`src/rtl/arm_lp_pkg.sv`:
```
// rtl/arm_lp_pkg.sv - shared constants and types for the ARM-LP execute datapath
// Provides default widths, aluOp codes, NZCV flag bit positions and the
// execute-stage state encoding. No ports.
package arm_lp_pkg;

   localparam int DEF_DATA_WIDTH     = 32;
   localparam int DEF_REG_ADDR_WIDTH = 5;

   localparam logic [3:0] ALU_AND   = 4'b0000;
   localparam logic [3:0] ALU_ORR   = 4'b0001;
   localparam logic [3:0] ALU_ADD   = 4'b0010;
   localparam logic [3:0] ALU_LSL   = 4'b0011;
   localparam logic [3:0] ALU_LSR   = 4'b0100;
   localparam logic [3:0] ALU_SUB   = 4'b0110;
   localparam logic [3:0] ALU_PASSB = 4'b0111;
   localparam logic [3:0] ALU_MUL   = 4'b1000;
   localparam logic [3:0] ALU_NOR   = 4'b1100;

   // Bit positions inside the 4-bit {N,Z,C,V} flags word
   localparam int FLAG_N = 3;
   localparam int FLAG_Z = 2;
   localparam int FLAG_C = 1;
   localparam int FLAG_V = 0;

   typedef enum logic {
      IDLE     = 1'b0,
      MUL_BUSY = 1'b1
   } exec_state_t;

endpackage

```
`src/rtl/iter_multiplier.sv`:
```
// rtl/iter_multiplier.sv - iterative unsigned shift-add multiplier, one bit per cycle
// Ports:
//   clock, reset          clock and synchronous active-high reset
//   start                 latch multiplicand/multiplier when not busy
//   multiplicand/multiplier  operands (DATA_WIDTH bits)
//   busy                  iterations in progress
//   done                  high during the final iteration cycle; product valid then
//   product               low DATA_WIDTH bits of the product (valid with done)
module iter_multiplier
   import arm_lp_pkg::*;
#(
   parameter int DATA_WIDTH = DEF_DATA_WIDTH
) (
   input  logic                  clock,
   input  logic                  reset,
   input  logic                  start,
   input  logic [DATA_WIDTH-1:0] multiplicand,
   input  logic [DATA_WIDTH-1:0] multiplier,
   output logic                  busy,
   output logic                  done,
   output logic [DATA_WIDTH-1:0] product
);

   localparam int CNT_W = $clog2(DATA_WIDTH);
   localparam logic [CNT_W-1:0] LAST_ITER = CNT_W'(DATA_WIDTH - 1);

   logic [DATA_WIDTH-1:0] acc;
   logic [DATA_WIDTH-1:0] a_reg;
   logic [DATA_WIDTH-1:0] b_reg;
   logic [CNT_W-1:0]      count;
   logic [DATA_WIDTH-1:0] partial;
   logic [DATA_WIDTH-1:0] acc_sum;

   assign partial = b_reg[0] ? a_reg : '0;
   assign acc_sum = acc + partial;

   // The last iteration's sum is handed out combinationally so the consumer
   // can register it on the same edge that retires the iteration.
   assign done    = busy && (count == LAST_ITER);
   assign product = acc_sum;

   always_ff @(posedge clock) begin
      if (reset) begin
         acc   <= '0;
         a_reg <= '0;
         b_reg <= '0;
         count <= '0;
         busy  <= 1'b0;
      end else if (start && !busy) begin
         acc   <= '0;
         a_reg <= multiplicand;
         b_reg <= multiplier;
         count <= '0;
         busy  <= 1'b1;
      end else if (busy) begin
         acc   <= acc_sum;
         a_reg <= a_reg << 1;
         b_reg <= b_reg >> 1;
         count <= count + 1'b1;
         if (done) begin
            busy <= 1'b0;
         end
      end
   end

endmodule

```
`src/rtl/execute_stage.sv`:
```
// rtl/execute_stage.sv - ARM-LP execute stage: ALU, iterative MUL, branch target, registered outputs
// Ports:
//   clock, reset                     clock and synchronous active-high reset
//   inValid/inReady                  upstream handshake
//   aluOp, readData1, readData2      operation and operands
//   pcIn, pcOffsetFilled             branch target inputs
//   destRegIn, regWriteIn            writeback control, captured on accept
//   outValid/outReady                downstream handshake
//   aluResult, flags                 registered result and {N,Z,C,V}
//   branchTarget, destRegOut, regWriteOut  registered side-band outputs
module execute_stage
   import arm_lp_pkg::*;
#(
   parameter int DATA_WIDTH     = DEF_DATA_WIDTH,
   parameter int REG_ADDR_WIDTH = DEF_REG_ADDR_WIDTH
) (
   input  logic                      clock,
   input  logic                      reset,
   input  logic                      inValid,
   output logic                      inReady,
   input  logic [3:0]                aluOp,
   input  logic [DATA_WIDTH-1:0]     readData1,
   input  logic [DATA_WIDTH-1:0]     readData2,
   input  logic [DATA_WIDTH-1:0]     pcIn,
   input  logic [DATA_WIDTH-1:0]     pcOffsetFilled,
   input  logic [REG_ADDR_WIDTH-1:0] destRegIn,
   input  logic                      regWriteIn,
   output logic                      outValid,
   input  logic                      outReady,
   output logic [DATA_WIDTH-1:0]     aluResult,
   output logic [3:0]                flags,
   output logic [DATA_WIDTH-1:0]     branchTarget,
   output logic [REG_ADDR_WIDTH-1:0] destRegOut,
   output logic                      regWriteOut
);

   localparam int SH_W = $clog2(DATA_WIDTH);
   localparam int MSB  = DATA_WIDTH - 1;

   exec_state_t state;
   exec_state_t state_next;

   logic                  accept;
   logic                  is_mul;
   logic                  load_alu;
   logic                  mul_busy;
   logic                  mul_done;
   logic [DATA_WIDTH-1:0] mul_product;
   logic [3:0]            mul_flags;

   logic [DATA_WIDTH:0]   add_full;
   logic [DATA_WIDTH:0]   sub_full;
   logic [SH_W-1:0]       shamt;
   logic [DATA_WIDTH-1:0] alu_res;
   logic                  alu_c;
   logic                  alu_v;
   logic                  alu_known;
   logic [3:0]            alu_flags;

   assign inReady  = (state == IDLE) && !mul_busy && (!outValid || outReady);
   assign accept   = inValid && inReady;
   assign is_mul   = (aluOp == ALU_MUL);
   assign load_alu = accept && !is_mul;

   assign add_full = {1'b0, readData1} + {1'b0, readData2};
   assign sub_full = {1'b0, readData1} - {1'b0, readData2};
   assign shamt    = readData2[SH_W-1:0];

   always_comb begin
      alu_res   = '0;
      alu_c     = 1'b0;
      alu_v     = 1'b0;
      alu_known = 1'b1;
      case (aluOp)
         ALU_AND:   alu_res = readData1 & readData2;
         ALU_ORR:   alu_res = readData1 | readData2;
         ALU_ADD: begin
            alu_res = add_full[MSB:0];
            alu_c   = add_full[DATA_WIDTH];
            alu_v   = (readData1[MSB] == readData2[MSB]) && (alu_res[MSB] != readData1[MSB]);
         end
         ALU_LSL:   alu_res = readData1 << shamt;
         ALU_LSR:   alu_res = readData1 >> shamt;
         ALU_SUB: begin
            alu_res = sub_full[MSB:0];
            // No borrow out of the top bit means A >= B unsigned
            alu_c   = !sub_full[DATA_WIDTH];
            alu_v   = (readData1[MSB] != readData2[MSB]) && (alu_res[MSB] != readData1[MSB]);
         end
         ALU_PASSB: alu_res = readData2;
         ALU_NOR:   alu_res = ~(readData1 | readData2);
         default:   alu_known = 1'b0;
      endcase
   end

   // Unknown opcodes report all-zero flags, including Z
   assign alu_flags = alu_known ? {alu_res[MSB], (alu_res == '0), alu_c, alu_v} : 4'b0000;
   assign mul_flags = {mul_product[MSB], (mul_product == '0), 1'b0, 1'b0};

   iter_multiplier #(
      .DATA_WIDTH(DATA_WIDTH)
   ) u_mul (
      .clock       (clock),
      .reset       (reset),
      .start       (accept && is_mul),
      .multiplicand(readData1),
      .multiplier  (readData2),
      .busy        (mul_busy),
      .done        (mul_done),
      .product     (mul_product)
   );

   always_ff @(posedge clock) begin
      if (reset) begin
         state <= IDLE;
      end else begin
         state <= state_next;
      end
   end

   always_comb begin
      state_next = state;
      case (state)
         IDLE:     if (accept && is_mul) state_next = MUL_BUSY;
         MUL_BUSY: if (mul_done)         state_next = IDLE;
         default:  state_next = IDLE;
      endcase
   end

   // A MUL is only accepted when the output registers are empty or draining,
   // so the product can always be written when the multiplier finishes.
   always_ff @(posedge clock) begin
      if (reset) begin
         outValid     <= 1'b0;
         aluResult    <= '0;
         flags        <= 4'b0000;
         branchTarget <= '0;
         destRegOut   <= '0;
         regWriteOut  <= 1'b0;
      end else begin
         if (load_alu) begin
            aluResult <= alu_res;
            flags     <= alu_flags;
         end else if (mul_done) begin
            aluResult <= mul_product;
            flags     <= mul_flags;
         end
         if (accept) begin
            destRegOut   <= destRegIn;
            regWriteOut  <= regWriteIn;
            branchTarget <= pcIn + (pcOffsetFilled << 2);
         end
         if (load_alu || mul_done) begin
            outValid <= 1'b1;
         end else if (outReady) begin
            outValid <= 1'b0;
         end
      end
   end

endmodule

```
`config.mk`:
```
export PLATFORM = sky130hd
export DESIGN_NAME = execute_stage
export DESIGN_NICKNAME = d
export VERILOG_FILES = /design/src/rtl/arm_lp_pkg.sv /design/src/rtl/iter_multiplier.sv /design/src/rtl/execute_stage.sv
export SDC_FILE = /design/constraint.sdc
export NUM_CORES = 1
export LEC_CHECK = 0
export BUFFER_PORTS_ARGS = -buffer_cell sky130_fd_sc_hd__buf_2
export CORE_MARGIN = 5
export CORE_UTILIZATION = 40
export CTS_CLUSTER_DIAMETER = 30
export DETAILED_ROUTE_END_ITERATION = 8
export PLACE_DENSITY = 0.68
export SKIP_CTS_REPAIR_TIMING = 1
export SYNTH_ARGS = -nofsm -noshare
export SYNTH_HDL_FRONTEND = slang
export SYNTH_SLANG_ARGS = --single-unit
export TNS_END_PERCENT = 20
```
`constraint.sdc`:
```
create_clock -name clock -period 4.3 [get_ports clock]
set_input_delay 0.43 -clock clock [delete_from_list [all_inputs] [get_ports clock]]
set_output_delay 0.43 -clock clock [all_outputs]
set_load 0.01 [all_outputs]
```
* Yosys cells after proc, flatten, opt, wreduce, memory -nomap -nowiden
Cells that the tools add are included.
** Operators by class
- Add/sub/neg operators :: 5
- Eq/ne operators :: 13
- Shift-type cells :: 2
- Muxes and demuxes :: 21
- Bitwise gates (word level) :: 4
- Reduce and logical (&&, ||, !) cells :: 23
** Operators by type and width (count)
- 32-bit case mux with 8 select lines :: 1
- 32-bit 2-to-1 mux :: 7
- 32-bit adder :: 2
- 32-bit zero test :: 2
- 32-bit by 32-bit adder with 33-bit output :: 1
- 32-bit by 32-bit subtractor with 33-bit output :: 1
- 32-bit AND :: 1
- 32-bit NOT :: 1
- 32-bit OR :: 1
- 32-bit by 5-bit left shift with 32-bit output :: 1
- 32-bit by 5-bit right shift with 32-bit output :: 1
- 4-bit by 3-bit == test with 1-bit output, second input constant :: 3
- 4-bit 2-to-1 mux :: 3
- 1-bit logical AND :: 9
- 4-bit by 2-bit == test with 1-bit output, second input constant :: 2
- 4-bit == test, second input constant :: 2
- 8-bit OR reduction :: 1
- 1-bit 2-to-1 mux :: 7
- 1-bit case mux with 2 select lines :: 3
- 2-bit nonzero test :: 3
- 5-bit by 1-bit adder with 5-bit output, second input constant :: 1
- 5-bit == test, second input constant :: 1
- 4-bit by 1-bit == test with 1-bit output, second input constant :: 1
- 1-bit zero test :: 4
- 6 further kinds :: 9
** Storage, ports and cells
- Flip-flop bits (word level) :: 178
- Bits of input ports :: 142
- Output and inout bits :: 76
- Logic and storage cells :: 80

* Logic depth before layout (Yosys ltp)
Gate-level depths: netlist (run 1).
- Word-level depth :: 7
- Mapped depth :: 19
- Mapped depth without buffers :: 15

* Hierarchy
Synthesis (run 1) repeated with hierarchy kept, for this count alone.
** Unflattened totals
- Cell total of the unflattened synthesis :: 2759
- Area, all modules :: 20021.7 um^2
** Modules (own cells, without submodules)
- execute_stage :: instances 1, cells an instance 1949, area an instance 13643.1 um^2, seq. area each 1501.4 um^2
- iter_multiplier :: instances 1, cells an instance 810, area an instance 6378.6 um^2, seq. area each 2042.0 um^2

* Worst setup path after synthesis (run 1)
Ideal clock, no wire load.
- Path type :: input to register
- Start :: in readData2[3]
- End :: reg flags[2]
- Setup time :: 59 ps
- Data arrival time :: 4494 ps
- Data required time :: 4241 ps
- Path slack :: -254 ps
- Stages :: 16
- Buffers on the path :: 3
- Cells stage by stage :: inv_1 > clkbuf_1 > clkbuf_1 > clkbuf_1 > ha_1 > inv_1 > o311ai_1 > a211oi_2 > o211ai_1 > a2111oi_1 > nor4_1 > or3b_2 > a211oi_1 > nand4b_1 > or4_1 > nand2_1
** Between the ends
- Word-level cells in the longest chain between the ends :: 6
- Elaborated cells between the ends (all ways) :: 11
- Classes of those cells :: add/sub (2); shift (2); mux (3); bitwise (3); reduce/logical (1)
** Ends and longest elaborated chain
- start: declaration :: line execute_stage.sv:23 : input logic [DATA_WIDTH-1:0] readData2,
- parallel branches: the longest is 2 deep, another holds 32-bit by 32-bit subtractor with 33-bit output
- 32-bit case mux with 8 select lines (*) :: line execute_stage.sv:74 : case (aluOp)
- 32-bit zero test (*) :: line execute_stage.sv:97 : assign alu_flags = alu_known ? {alu_res[MSB], (alu_res == '0), alu_c, alu_v} : 4'b0000;
- 4-bit 2-to-1 mux (*) :: line execute_stage.sv:97
- 4-bit 2-to-1 mux (*) :: line execute_stage.sv:141 : if (load_alu) begin
- end signal: assignment :: line execute_stage.sv:143 : flags <= alu_flags;
- end signal: assignment :: line execute_stage.sv:146 : flags <= mul_flags;
- end: declaration :: line execute_stage.sv:31 : output logic [3:0] flags,
Every way passes the cells marked *.
A chain may end at the register's enable or synchronous reset.

* Worst setup path in the final report (run 1)
- Start :: reg u_mul.b_reg[0]
- End :: reg flags[2]
** Between the ends
- Word-level cells in the longest chain between the ends :: 5
** Ends and longest elaborated chain
- start: declaration :: line iter_multiplier.sv:29 : logic [DATA_WIDTH-1:0] b_reg;
- start signal: assignment :: line iter_multiplier.sv:52 : b_reg <= multiplier;
- start signal: assignment :: line iter_multiplier.sv:58 : b_reg <= b_reg >> 1;
- 32-bit 2-to-1 mux :: line iter_multiplier.sv:34 : assign partial = b_reg[0] ? a_reg : '0;
- 32-bit adder :: line iter_multiplier.sv:35 : assign acc_sum = acc + partial;
- 32-bit zero test :: line execute_stage.sv:98 : assign mul_flags = {mul_product[MSB], (mul_product == '0), 1'b0, 1'b0};
- 4-bit 2-to-1 mux :: line execute_stage.sv:144 : end else if (mul_done) begin
- 4-bit 2-to-1 mux :: line execute_stage.sv:141
No other way between the ends. The select of a mux whose other input is x is not followed.

==> run_results.csv, run 1 <==
group,metric,value,unit
status,outcome,"completed",
synthesis,synth_fa_ha_area_frac,0.1076,
synthesis,synth_top_family_by_area,"compound AO/OA/AOI/OAI gates",
synthesis,syn_inst,2674,
routing,wl,100500,microns
finish,drive_above_1_share,0.2598,
sta,setup_viol,0,
routing,ant_nets,0,
finish,nFillCells,4859,
die,die_h,233.2,microns
routing,detailroute.via_count,24130,
sta,finalMaxSlewViolations,0,
synthesis,synthMuxAreaShare,0.1053,
sta,finalCritPeriodShare,0.9556,
clocking,clock-sinks,177,
routing,wl_per_cell,25.98,microns
clocking,htree_levels,4,
die,rows,81,
worst_setup_path,crit_type,"register to register",
sta,finClkSkew,13.53,ps
routing,first_iter_violations,2955,
routing,dr.pass1.iters,8,
worst_setup_path,required,4750,ps
synthesis,synth_edf_count,0,
finish,fin_nets,3500,
die,die_w,233.2,microns
sta,fmax,243.4,MHz
synthesis,ys_seq_area_frac,0.1777,
global_routing,track_usage,0.3574,
die,core_area,49150,sq um
placement,dp_hpwl,81660,microns
synthesis,ys.flop_type,"dfxtp_1",
worst_setup_path,arrival,4560,ps
global_routing,grt_pass1_wl,146800,microns
global_routing,grt.overflow.total,0,
sta,tns,0,ps
synthesis,syn_avg_cell_area,7.455,sq um
worst_setup_path,r2r.worst_path.cells,15,
worst_setup_path,r2r-end,"flags[2]",
clocking,clockRootBuffer,"clkbuf_16",
pwr,p_leak,11.23,nW
synthesis,synthSimpleGateAreaFrac,0.2202,
synthesis,synth_nets,2985,
sta,worstMarginPinSlew,1287,ps
sta,setup_slack,191.1,ps
placement,io_buffers,215,
global_routing,grt_pass1_vias,22980,
die,num_io_pins,218,
clocking,cts_buffers,17,
finish,finalInstanceArea,25390,sq um
synthesis,syn_area,19940,sq um
finish,area_delta_synth_final,27.36,%
worst_setup_path,crit_path_start_kind,"register",
worst_setup_path,endpoint_kind,"register",
clocking,clk_pin_slew,80,ps
pwr,total_power,5.965,mW
die,initial_utilization,0.4056,
die,die_area,54400,sq um
synthesis,synthArstFlopShare,0,
pwr,cellPowerDensity,234.9,nW/um^2
synthesis,synth_xor_area_frac,0.02724,
run,cap_violations,0,
routing,drc,0,
worst_setup_path,critPathLaunch,"u_mul.b_reg[0]",
pwr,peakVddDrop,0.2998,mV
sta,final.min_clock_period,4109,ps
worst_hold_path,holdCritPathClass,"input port to register",
worst_setup_path,endpoint,"flags[2]",
synthesis,synth-compound-area-share,0.2967,
clocking,clock_latency,510,ps
worst_setup_path,reg2reg_slack,190,ps
synthesis,ys_ff_latch,177,
sta,max-slew-margin-rel,0.1402,
placement,dpl_cell_area,24790,sq um
worst_setup_path,rr_startpoint,"u_mul.b_reg[0]",
clocking,cts_tree,"built",
synthesis,synth_cell_types,102,
global_routing,grt_max_degree,79,
global_routing,antenna_found_initial,3,
clocking,clockBufferDepth,2,
worst_setup_path,worstPathMaxFanout,16,
finish,final_core_util,0.5165,
placement,dpl_worst_slack,-143.3,ps
sta,rsz0062_at_grt,"no",
routing,vias_per_cell,6.238,
sta,final-hold-violation-count,0,
placement,place_congestion,1.077,
synthesis,synth_warnings,0,
cell type report:
type                    count  area (sq um)  share of cell area
diodes                      3         7.507           0.0002957
flip-flops and latches    177          3548              0.1398
repair buffers            692          4787              0.1885
well taps                 664         830.8             0.03272
clock inverters            14         162.7            0.006406
clock buffers              18         429.2             0.01690
inverters                 122         457.9             0.01804
multi-input cells        2179         15170              0.5973
layer usage:
layer  vias to the layer above  track usage  routed length (microns)
met2                      1273       0.5329                    42540
met1                     11660       0.4838                    42690
met5                         -     0.003676                       23
met4                         2       0.1551                     4892
met3                       212      0.09736                    10380
li1                      10990            -                        -
cells in the mapped netlist (21+ instances only):
cell,instances,area [sq um]
nand2b_1,28,175.2
xor2_1,23,201.4
nand4_1,27,168.9
o31ai_1,23,172.7
nor2_1,240,900.9
mux4_2,36,810.8
xnor2_1,39,341.6
clkbuf_1,151,566.8
and2_1,45,281.5
a21o_1,33,247.7
nor2b_1,32,200.2
inv_1,121,454.2
nand2_1,277,1040
dfxtp_1,177,3543
o22ai_1,26,162.7
nor3_1,72,360.4
a31oi_1,33,206.5
o21ai_0,114,570.6
a221oi_1,23,201.4
a211oi_1,43,322.8
o211ai_1,44,330.3
ha_1,165,2064
nand3_1,63,315.3
nor4_1,21,131.4
a21oi_1,246,1231
mux2i_1,98,980.9
a22oi_1,100,750.7
logic make-up (layout without fill, tap and decap cells):
family          Yosys count  in the layout
fa+ha+maj               169            169
simple gates            913            913
buf+inv                 318            846
flops                   177            177
compound gates          877            877
xor+xnor                 62             62
other cells               0              3
mux                     158            158
where the power goes:
part	leakage [nW]	internal [mW]	switching, mW
Clock	0.288	0.827	0.833
Combinational	9.50	1.05	1.50
Sequential	1.44	1.71	0.0458
cells in the final DEF (no fill, tap or decap), drive strengths merged, types with 11 or more instances in the layout:
cell and instances:
nand4 27, nor2 240, ha 165, nand2 277, mux4 37, mux2 21
o21a 17, a2111oi 12, dfxtp 177, a22oi 101, o31ai 23, a21o 33
a31oi 33, nand3 63, o2111ai 11, buf 692, a211oi 44, o211ai 45
mux2i 100, xnor2 39, clkbuf 18, o21ai 117, or3 14, or2 15
and3 15, inv 131, a221oi 23, and2 47, or4 11, o22ai 26
nor2b 32, nor4 22, o311ai 13, xor2 23, nand2b 28, a21oi 246
nor3 73
worst max-delay path: stages (launching register included):
cell      delay, ps
dfxtp_2         480
and2_1          190
ha_1            190
inv_1            70
fa_1            430
nand2b_1        190
a21oi_1         230
o211ai_1        220
a21oi_1         340
a21oi_1         140
xnor2_1         180
or4b_2          670
nor4_1          220
and4_1          360
a31oi_1          70
nand2_1          80
worst min path at each step:
| stage | from | depth (start not counted) | end |
|---|---|---|---|
| after global placement | branchTarget[7] | 2 | branchTarget[7] |
| after detailed placement | destRegOut[3] | 2 | destRegOut[3] |
| final | destRegIn[4] | 3 | destRegOut[4] |
| after CTS | destRegIn[0] | 3 | destRegOut[0] |
| after global routing | destRegIn[1] | 3 | destRegOut[1] |
| after floorplan | u_mul.a_reg[31] | 2 | u_mul.a_reg[31] |
metrics by stage:
| step | instances | hold slack, ps |
|---|---|---|
| floorplan | 2674 | 436.6 |
| global placement | 3834 | 439.1 |
| detailed placement | 3834 | 445.9 |
| CTS | 3866 | 130.2 |
| global route | 3868 | 160.1 |
| finish | 3869 | 159.4 |
Power figures use the tool's default switching activity.
==> inputs of run 2 (changes only) <==
--- a/config.mk
+++ b/config.mk
@@ -7,10 +7,10 @@
 export LEC_CHECK = 0
 export BUFFER_PORTS_ARGS = -buffer_cell sky130_fd_sc_hd__buf_2
 export CORE_MARGIN = 5
-export CORE_UTILIZATION = 40
+export CORE_UTILIZATION = 38
 export CTS_CLUSTER_DIAMETER = 30
 export DETAILED_ROUTE_END_ITERATION = 8
-export PLACE_DENSITY = 0.68
+export PLACE_DENSITY = 0.66
 export SKIP_CTS_REPAIR_TIMING = 1
 export SYNTH_ARGS = -nofsm -noshare
 export SYNTH_HDL_FRONTEND = slang
==> run 2 against run 1 <==
  * Clock skew rose by 6.8 ps
  * Global-route usage is 0.75 points lower
  * Core utilization decreased by 2.5 points
  * Die area up 5.0%
  * Setup slack got worse by 34 ps
  * Register-to-register slack better by 20 ps
  * Combinational power rose by 3%
  * Non-clock buffer count increased by 33
  * Sequential cell count is the same
==> run_results.csv, run 2 (synthesized netlist as in run 1, its figures left out) <==
group,metric,value,unit
finish,fin_cells,3924,
pwr,p_leak,11.39,nW
sta,worstMarginPinSlew,1101,ps
clocking,clock_latency,510,ps
die,die_h,239.0,microns
sta,finalCritPeriodShare,0.9635,
die,die_w,239.0,microns
worst_setup_path,arrival,4600,ps
die,core_area,52240,sq um
sta,tns,0,ps
clocking,clockRootBuffer,"clkbuf_16",
placement,place_congestion,1.034,
clocking,clock-sinks,177,
worst_setup_path,crit_path_start_kind,"input port",
worst_setup_path,endpoint_kind,"register",
clocking,clockBufferDepth,2,
pwr,power.internal,3.613,mW
finish,final_cell_mix,"buf_4 (503), nand2_1 (276), a21oi_1 (246)",
pwr,p_comb_frac,0.433,
placement,io_buffers,215,
routing,dr.pass1.iters,7,
run,cap_violations,0,
sta,final.min_clock_period,4143,ps
clocking,htree_levels,4,
global_routing,grt_pass1_vias,23050,
worst_setup_path,reg2reg_slack,210,ps
sta,setup_viol,0,
worst_setup_path,r2r.worst_path.cells,14,
finish,drive_above_1_share,0.2677,
worst_setup_path,worstPathMaxFanout,17,
pwr,cellPowerDensity,235.7,nW/um^2
sta,finalMaxSlewViolations,0,
sta,max-slew-margin-rel,0.2557,
worst_setup_path,path_cells,"buf_2 -> inv_1 -> buf_4 -> mux2i_1 -> a222oi_1 -> buf_4 -> o221ai_1 -> a221oi_1 -> buf_4 -> o311ai_0 -> o22a_1 -> a311oi_1 -> buf_4 -> nand4_1 -> or4_1 -> nand2_1",
worst_hold_path,worstHoldPathCells,3,
worst_hold_path,min_from,"destRegIn[3]",
finish,mostFrequentLayoutCell,"buf_4",
worst_setup_path,critPathMostFrequentCell,"buf_4",
die,initial_utilization,0.3816,
clocking,cts_buffers,17,
finish,fin_nets,3533,
clocking,clk_pin_slew,90,ps
pwr,peakVddDrop,0.3162,mV
global_routing,antenna_found_initial,7,
worst_setup_path,rr_startpoint,"u_mul.b_reg[0]",
worst_hold_path,hold_end,"destRegOut[3]",
global_routing,grt.overflow.total,0,
routing,ant_nets,0,
sta,rsz0062_at_grt,"no",
pwr,switchingPower,2.435,mW
routing,drc,0,
routing,wl_per_cell,26.57,microns
global_routing,track_usage,0.3499,
routing,vias_per_cell,6.189,
clocking,cts_tree,"built",
sta,fmax,241.4,MHz
pwr,switching_share,0.4027,
placement,dpl.cell_count,3891,
die,num_io_pins,218,
die,die_area,57140,sq um
worst_setup_path,required,4760,ps
sta,final-hold-violation-count,0,
pwr,seq_power_share,0.290,
global_routing,grt_max_degree,75,
global_routing,grt_pass1_wl,150600,microns
die,rows,84,
routing,detailroute.via_count,24290,
worst_setup_path,r2r-end,"flags[2]",
routing,first_iter_violations,2424,
sta,finClkSkew,20.29,ps
worst_setup_path,crit_path_max_incr_delay,590,ps
worst_hold_path,holdCritPathClass,"input port to register",
status,outcome,"completed",
routing,wl,104300,microns
worst_setup_path,crit_slowest_cell,"a221oi_1",
worst_setup_path,crit_type,"input port to register",
finish,area_delta_synth_final,28.70,%
pwr,pwr-share-clk,0.277,
placement,dp_hpwl,84710,microns
[run 2: routing by layer]
layer | vias to the layer above | routed length, microns | GRT usage
met5 | - | 46 | 0
met4 | 6 | 4024 | 0.1255
met3 | 185 | 9263 | 0.08122
met2 | 1197 | 45470 | 0.5351
met1 | 11840 | 45460 | 0.4833
li1 | 11050 | - | -
[run 2: critical path: cells and delay by family]
family / cells / cell delay (ps)
compound gates: 6 / 1830
buf+inv: 6 / 1270
mux: 1 / 160
simple gates: 3 / 880
[run 2: area by class of cell]
cell class                      instances  area (sq um)
Fill cell                            5233         26580
Inverter                              122         457.9
Multi-Input combinational cell       2179         15170
Clock inverter                         14         155.1
Antenna cell                            1         2.502
Tap cell                              688         860.8
Sequential cell                       177          3548
Clock buffer                           18         450.4
Timing Repair Buffer                  725          5014
[run 2: how the worst max path moves through the flow]
stage	start	endpoint	slack, ps	depth (start not counted)
2_1_floorplan	readData2[2]	flags[2]	40	17
3_3_place_gp	readData2[1]	flags[2]	-260	16
3_5_place_dp	readData2[0]	flags[2]	-180	15
4_1_cts	u_mul.b_reg[0]	flags[2]	90	14
5_1_grt	readData2[1]	flags[2]	60	16
6_report	readData2[1]	flags[2]	160	16
[run 2: power groups by stage]
stage,Clock (mW),Combinational [mW],Sequential (mW)
floorplan,0,1.24,1.81
global placement,0,2.52,1.79
detailed placement,0,2.53,1.79
CTS,1.73,2.55,1.75
global route,1.79,2.76,1.76
finish,1.68,2.62,1.75
[run 2: stage by stage]
| stage | hold WS [ps] | worst slack, ps | utilization | power, mW | instance area [sq um] |
|---|---|---|---|---|---|
| final | 164.7 | 156.8 | 0.4912 | 6.048 | 25660 |
| after global routing | 154.1 | 60.91 | 0.4911 | 6.305 | 25650 |
| after CTS | 131.2 | 89.25 | 0.4909 | 6.033 | 25640 |
| after detailed placement | 445.4 | -181.6 | 0.4793 | 4.324 | 25040 |
| after global placement | 439.0 | -260.6 | 0.4793 | 4.312 | 25040 |
| after floorplan | 436.6 | 37.48 | - | 3.058 | 19950 |
